<file path="src/rtl/pipe_hazard_ctrl.sv">
// Hazard/stall sequencer for a 5-stage pipeline around the ID/EX register.
// Produces stage write enables, the IF/ID flush, the ID/EX bubble, halt drain and a stall counter.
module pipe_hazard_ctrl #(
    parameter int DRAIN_CYCLES = 3,
    parameter int CNT_W        = 16
) (
    input  logic             clk,
    input  logic             rst,
    input  logic [2:0]       id_Rs,
    input  logic [2:0]       id_Rt,
    input  logic             id_RsValid,
    input  logic             id_RtValid,
    input  logic             idex_mem_read,
    input  logic [2:0]       idex_write_reg,
    input  logic             idex_wr_valid,
    input  logic             ex_redirect,
    input  logic             id_halt,
    input  logic             imem_stall,
    input  logic             dmem_stall,
    output logic             pc_write_en,
    output logic             ifid_write_en,
    output logic             ifid_flush,
    output logic             controlZero,
    output logic             pipe_write_en,
    output logic             pipe_halted,
    output logic [CNT_W-1:0] stall_cycles
);

    localparam int DCW = (DRAIN_CYCLES > 1) ? $clog2(DRAIN_CYCLES) : 1;
    localparam logic [DCW-1:0] DRAIN_LAST = DCW'(DRAIN_CYCLES - 1);

    typedef enum logic [1:0] {
        ST_RUN    = 2'd0,
        ST_LDUSE  = 2'd1,
        ST_DRAIN  = 2'd2,
        ST_HALTED = 2'd3
    } state_t;

    state_t           state_reg, state_next;
    logic [DCW-1:0]   drain_cnt_reg, drain_cnt_next;
    logic [CNT_W-1:0] stall_cycles_reg;

    logic [2:0] src_reg [2];
    logic [1:0] src_valid;
    logic [1:0] src_match;
    logic       hazard;

    logic pc_we_c, ifid_we_c, flush_c, cz_c, pwe_c;
    logic count_stall;

    assign src_reg[0]   = id_Rs;
    assign src_reg[1]   = id_Rt;
    assign src_valid[0] = id_RsValid;
    assign src_valid[1] = id_RtValid;

    genvar gi;
    generate
        for (gi = 0; gi < 2; gi++) begin : g_src
            assign src_match[gi] = src_valid[gi] && (src_reg[gi] == idex_write_reg);
        end
    endgenerate

    assign hazard = idex_mem_read && idex_wr_valid && (|src_match);

    always_comb begin
        state_next     = state_reg;
        drain_cnt_next = drain_cnt_reg;
        pc_we_c        = 1'b1;
        ifid_we_c      = 1'b1;
        flush_c        = 1'b0;
        cz_c           = 1'b0;
        pwe_c          = 1'b1;

        case (state_reg)
            ST_RUN, ST_LDUSE: begin
                if (dmem_stall) begin
                    // Whole-pipe freeze; any redirect is re-presented once EX moves again.
                    pc_we_c   = 1'b0;
                    ifid_we_c = 1'b0;
                    pwe_c     = 1'b0;
                end else if (ex_redirect) begin
                    flush_c    = 1'b1;
                    cz_c       = 1'b1;
                    state_next = ST_RUN;
                end else if ((state_reg == ST_RUN) && id_halt) begin
                    pc_we_c        = 1'b0;
                    ifid_we_c      = 1'b0;
                    state_next     = ST_DRAIN;
                    drain_cnt_next = '0;
                end else if ((state_reg == ST_RUN) && hazard) begin
                    pc_we_c    = 1'b0;
                    ifid_we_c  = 1'b0;
                    cz_c       = 1'b1;
                    state_next = ST_LDUSE;
                end else begin
                    if (imem_stall) begin
                        pc_we_c = 1'b0;
                        flush_c = 1'b1;
                    end
                    state_next = ST_RUN;
                end
            end
            ST_DRAIN: begin
                pc_we_c = 1'b0;
                flush_c = 1'b1;
                cz_c    = 1'b1;
                pwe_c   = !dmem_stall;
                if (!dmem_stall) begin
                    if (drain_cnt_reg == DRAIN_LAST) begin
                        state_next = ST_HALTED;
                    end else begin
                        drain_cnt_next = drain_cnt_reg + DCW'(1);
                    end
                end
            end
            default: begin
                pc_we_c   = 1'b0;
                ifid_we_c = 1'b0;
                pwe_c     = 1'b0;
                flush_c   = 1'b1;
                cz_c      = 1'b1;
            end
        endcase

        if (rst) begin
            pc_we_c   = 1'b0;
            ifid_we_c = 1'b0;
            flush_c   = 1'b1;
            cz_c      = 1'b1;
        end
    end

    assign count_stall = !rst && !pc_we_c &&
                         ((state_reg == ST_RUN) || (state_reg == ST_LDUSE));

    always_ff @(posedge clk) begin
        if (rst) begin
            state_reg        <= ST_RUN;
            drain_cnt_reg    <= '0;
            stall_cycles_reg <= '0;
        end else begin
            state_reg     <= state_next;
            drain_cnt_reg <= drain_cnt_next;
            if (count_stall && (stall_cycles_reg != {CNT_W{1'b1}})) begin
                stall_cycles_reg <= stall_cycles_reg + CNT_W'(1);
            end
        end
    end

    assign pc_write_en   = pc_we_c;
    assign ifid_write_en = ifid_we_c;
    assign ifid_flush    = flush_c;
    assign controlZero   = cz_c;
    assign pipe_write_en = pwe_c;
    assign pipe_halted   = (state_reg == ST_HALTED);
    assign stall_cycles  = stall_cycles_reg;

endmodule

</file>
<file path="config.mk">
export PLATFORM = sky130hd
export DESIGN_NAME = pipe_hazard_ctrl
export DESIGN_NICKNAME = d
export VERILOG_FILES = /design/src/rtl/pipe_hazard_ctrl.sv
export SDC_FILE = /design/constraint.sdc
export NUM_CORES = 1
export LEC_CHECK = 0
export CAP_MARGIN = 20
export CELL_PAD_IN_SITES_DETAIL_PLACEMENT = 1
export CELL_PAD_IN_SITES_GLOBAL_PLACEMENT = 1
export CORE_ASPECT_RATIO = 0.6
export CORE_UTILIZATION = 37
export CTS_BUF_LIST = sky130_fd_sc_hd__clkbuf_16
export DETAILED_ROUTE_END_ITERATION = 10
export PLACE_DENSITY_LB_ADDON = 0.1
export SLEW_MARGIN = 15
export SYNTH_ARGS = -nofsm -noshare
export SYNTH_HDL_FRONTEND = slang
export SYNTH_SLANG_ARGS = --single-unit
</file>
<file path="constraint.sdc">
create_clock -name clk -period 6.6 [get_ports clk]
set_input_delay 0.99 -clock clk [delete_from_list [all_inputs] [get_ports clk]]
set_output_delay 0.99 -clock clk [all_outputs]
set_load 0.01 [all_outputs]
</file>
==> impl_metrics.csv <==
group,metric,value,unit
global_routing,grt_start_max_net_pins,34,
placed_design,place.gp.congestion,0.929,
floorplanning,die_area,4220,sq um
final_layout,fillCellCount,472,
placed_design,dp_hpwl,3.17,mm
drt,vias_per_cell,5.75,
critical_path,cp_max_fo,4,
floorplanning,rows,17,
clock_tree,clk_pin_slew,0.06,ns
pwr,powerDensity,178,nW/um^2
floorplanning,die_y,50.7,um
final_layout,drive_above_1_share,10.1,%
logic_synthesis,syn_nets,195,
timing,fmax,247,MHz
final_layout,synthToLayoutAreaGrowth,34.6,%
critical_path,worstPathArrival,3.06,ns
drt,ant_nets,0,
clock_tree,hold_buffers,0,
floorplanning,io_pins,41,
timing,slew_headroom,44.2,%
logic_synthesis,avgSynthCellArea,8.41,sq um
global_routing,antenna_found_initial,0,
critical_path,regToRegSetupSlack,4.31,ns
placed_design,dp_cells,251,
clock_tree,post_cts_resized,0,
clock_tree,cts_made_buffers,3,
final_layout,largest_reg_flops,16,
run_status,outcome,"finished clean",
floorplanning,core-area,3720,sq um
global_routing,grt_usage,21.8,%
timing,finalHoldViolCount,0,
final_layout,final_core_util,52.9,%
clock_tree,cts_root_buf,"clkbuf_16",
flow_run,cap_violations,0,
placed_design,numPortBuffers,40,
timing,tightest_slew,0.816,ns
clock_tree,clkSinkCount,20,
timing,slew_viol_final,0,
logic_synthesis,ys.flop_type,"dfxtp_1",
critical_path,critPathLaunchType,"input pin",
clock_tree,clockBufferDepth,2,
logic_synthesis,seq_area_frac_synth,27.4,%
timing,final.period_utilization,61.3,%
clock_tree,clkLatencyLatePin,0.26,ns
final_layout,layout_commonest_cell,"clkdlybuf4s50_1",
logic_synthesis,ys_ff_latch,20,
global_routing,grt_pass1_wl,7.25,mm
logic_synthesis,synthCells,174,
pwr,leakagePower,0.694,nW
clock_tree,tritoncts,"done",
drt,num_vias,1466,
logic_synthesis,synth-edff-count,0,
floorplanning,die_w,83.2,um
logic_synthesis,async_reset_ff_share,0,%
global_routing,overflow,0,
timing,setup_viol,0,
timing,fin_crit,4.05,ns
drt,routedWlPerCell,17.4,um
timing,skew,0.00255,ns
clock_tree,cts_setup_buffers,0,
critical_path,critical_path_required,5.61,ns
final_layout,fin_cells,255,
timing,rsz0062_at_grt,"false",
critical_path,endpoint_kind,"output pin",
drt,wl,4.43,mm
critical_path,worstSetupPathType,"in2out",
logic_synthesis,yosysWarnings,0,
logic_synthesis,syn-cell-area,1460,sq um
critical_path,r2r_cells,6,
pwr,peakVddDrop,0.0801,mV
final_layout,layout_common_cells,"40 x clkdlybuf4s50_1, 20 x nor2_1, 20 x dfxtp_1, 13 x nor2b_1",
floorplanning,start_util,39.3,%
drt,drt_first_iter_violations,76,
clock_tree,h-tree-depth,1,
drt,drc_errors,0,
global_routing,grt_pass1_vias,1463,
drt,firstDrtPassIters,4,
final_layout,diodes,0,
logic_synthesis,synth.distinct_cells,42,
worst_hold_path,hp-class,"reg2reg",
timing,setup_tns,0,ns
pwr,power,0.000350,W
worst_hold_path,hold_depth,2,
final_layout,num-nets-final,230,
==> worst max-delay path: stages <==
cell             delay [ns]
clkdlybuf4s50_1        0.45
xnor2_1                0.24
nand4_1                0.16
a21oi_1                0.38
a21oi_1                0.11
o21ai_0                0.16
clkdlybuf4s50_1        0.56
==> Yosys cell counts (3+ instances only) <==
library cell	number	area, sq um
xnor2_1	6	52.6
mux2i_1	4	40.0
and2_1	3	18.8
nor2_1	20	75.1
a21oi_2	5	43.8
o21ai_0	4	20.0
nand4_1	8	50.1
nor3_1	4	20.0
a21oi_1	8	40.0
nand3_1	7	35.0
and4_1	5	43.8
buf_6	3	33.8
mux2_2	6	67.6
nand2_1	6	22.5
a211oi_1	7	52.6
clkbuf_1	6	22.5
mux2_1	4	45.0
and3_1	3	18.8
nand2b_1	3	18.8
nor2b_1	13	81.3
dfxtp_1	20	400
==> where the power goes <==
part	switching, W	internal, W	total (W)
sequential	0.00000293	0.000122	0.000125
combinational	0.0000272	0.0000264	0.0000535
clock	0.0000502	0.000120	0.000171
==> layout make-up <==
class | instances | area, sq um | share of cell area (%)
inverters | 2 | 7.51 | 0.381
multi-input cells | 141 | 988 | 50.2
flip-flops and latches | 20 | 400 | 20.3
repair buffers | 41 | 408 | 20.7
well taps | 47 | 58.8 | 2.99
clock inverters | 1 | 30.0 | 1.53
clock buffers | 3 | 75.1 | 3.81
==> cell families after synthesis <==
group,count (synthesis),share of synthesized area (%)
fa+ha+maj,2,1.71
buf+inv,13,5.05
simple gates,81,31.7
flops,20,27.4
xor+xnor,6,3.59
compound gates,38,20.2
mux,14,10.4
==> metrics by stage <==
| step | area [sq um] | setup slack [ns] | hold slack (ns) |
|---|---|---|---|
| after detailed placement | 1860 | 2.62 | 0.460 |
| after CTS | 1970 | 2.60 | 0.469 |
| after global placement | 1860 | 2.71 | 0.448 |
| after global routing | 1970 | 2.45 | 0.512 |
| after floorplan | 1460 | 3.72 | 0.436 |
| final | 1970 | 2.55 | 0.460 |
==> path summary, 6_finish.rpt <==
path | from | to
setup / recovery | idex_write_reg[1] | controlZero
hold / removal | drain_cnt_reg[1] | drain_cnt_reg[1]
setup reg to reg | stall_cycles[0] | stall_cycles[13]
hold reg to reg | drain_cnt_reg[1] | drain_cnt_reg[1]
==> layer usage <==
layer  global-route usage, %  part of all wire (%)  vias up
met2                    36.6                    45       38
met3                    4.61                   3.9        2
met4                    2.87                  0.34        0
li1                        -                     -      710
met1                    29.5                    50      716
met5                       0                     0        -
Note: power is estimated with default switching activity, not from simulation.
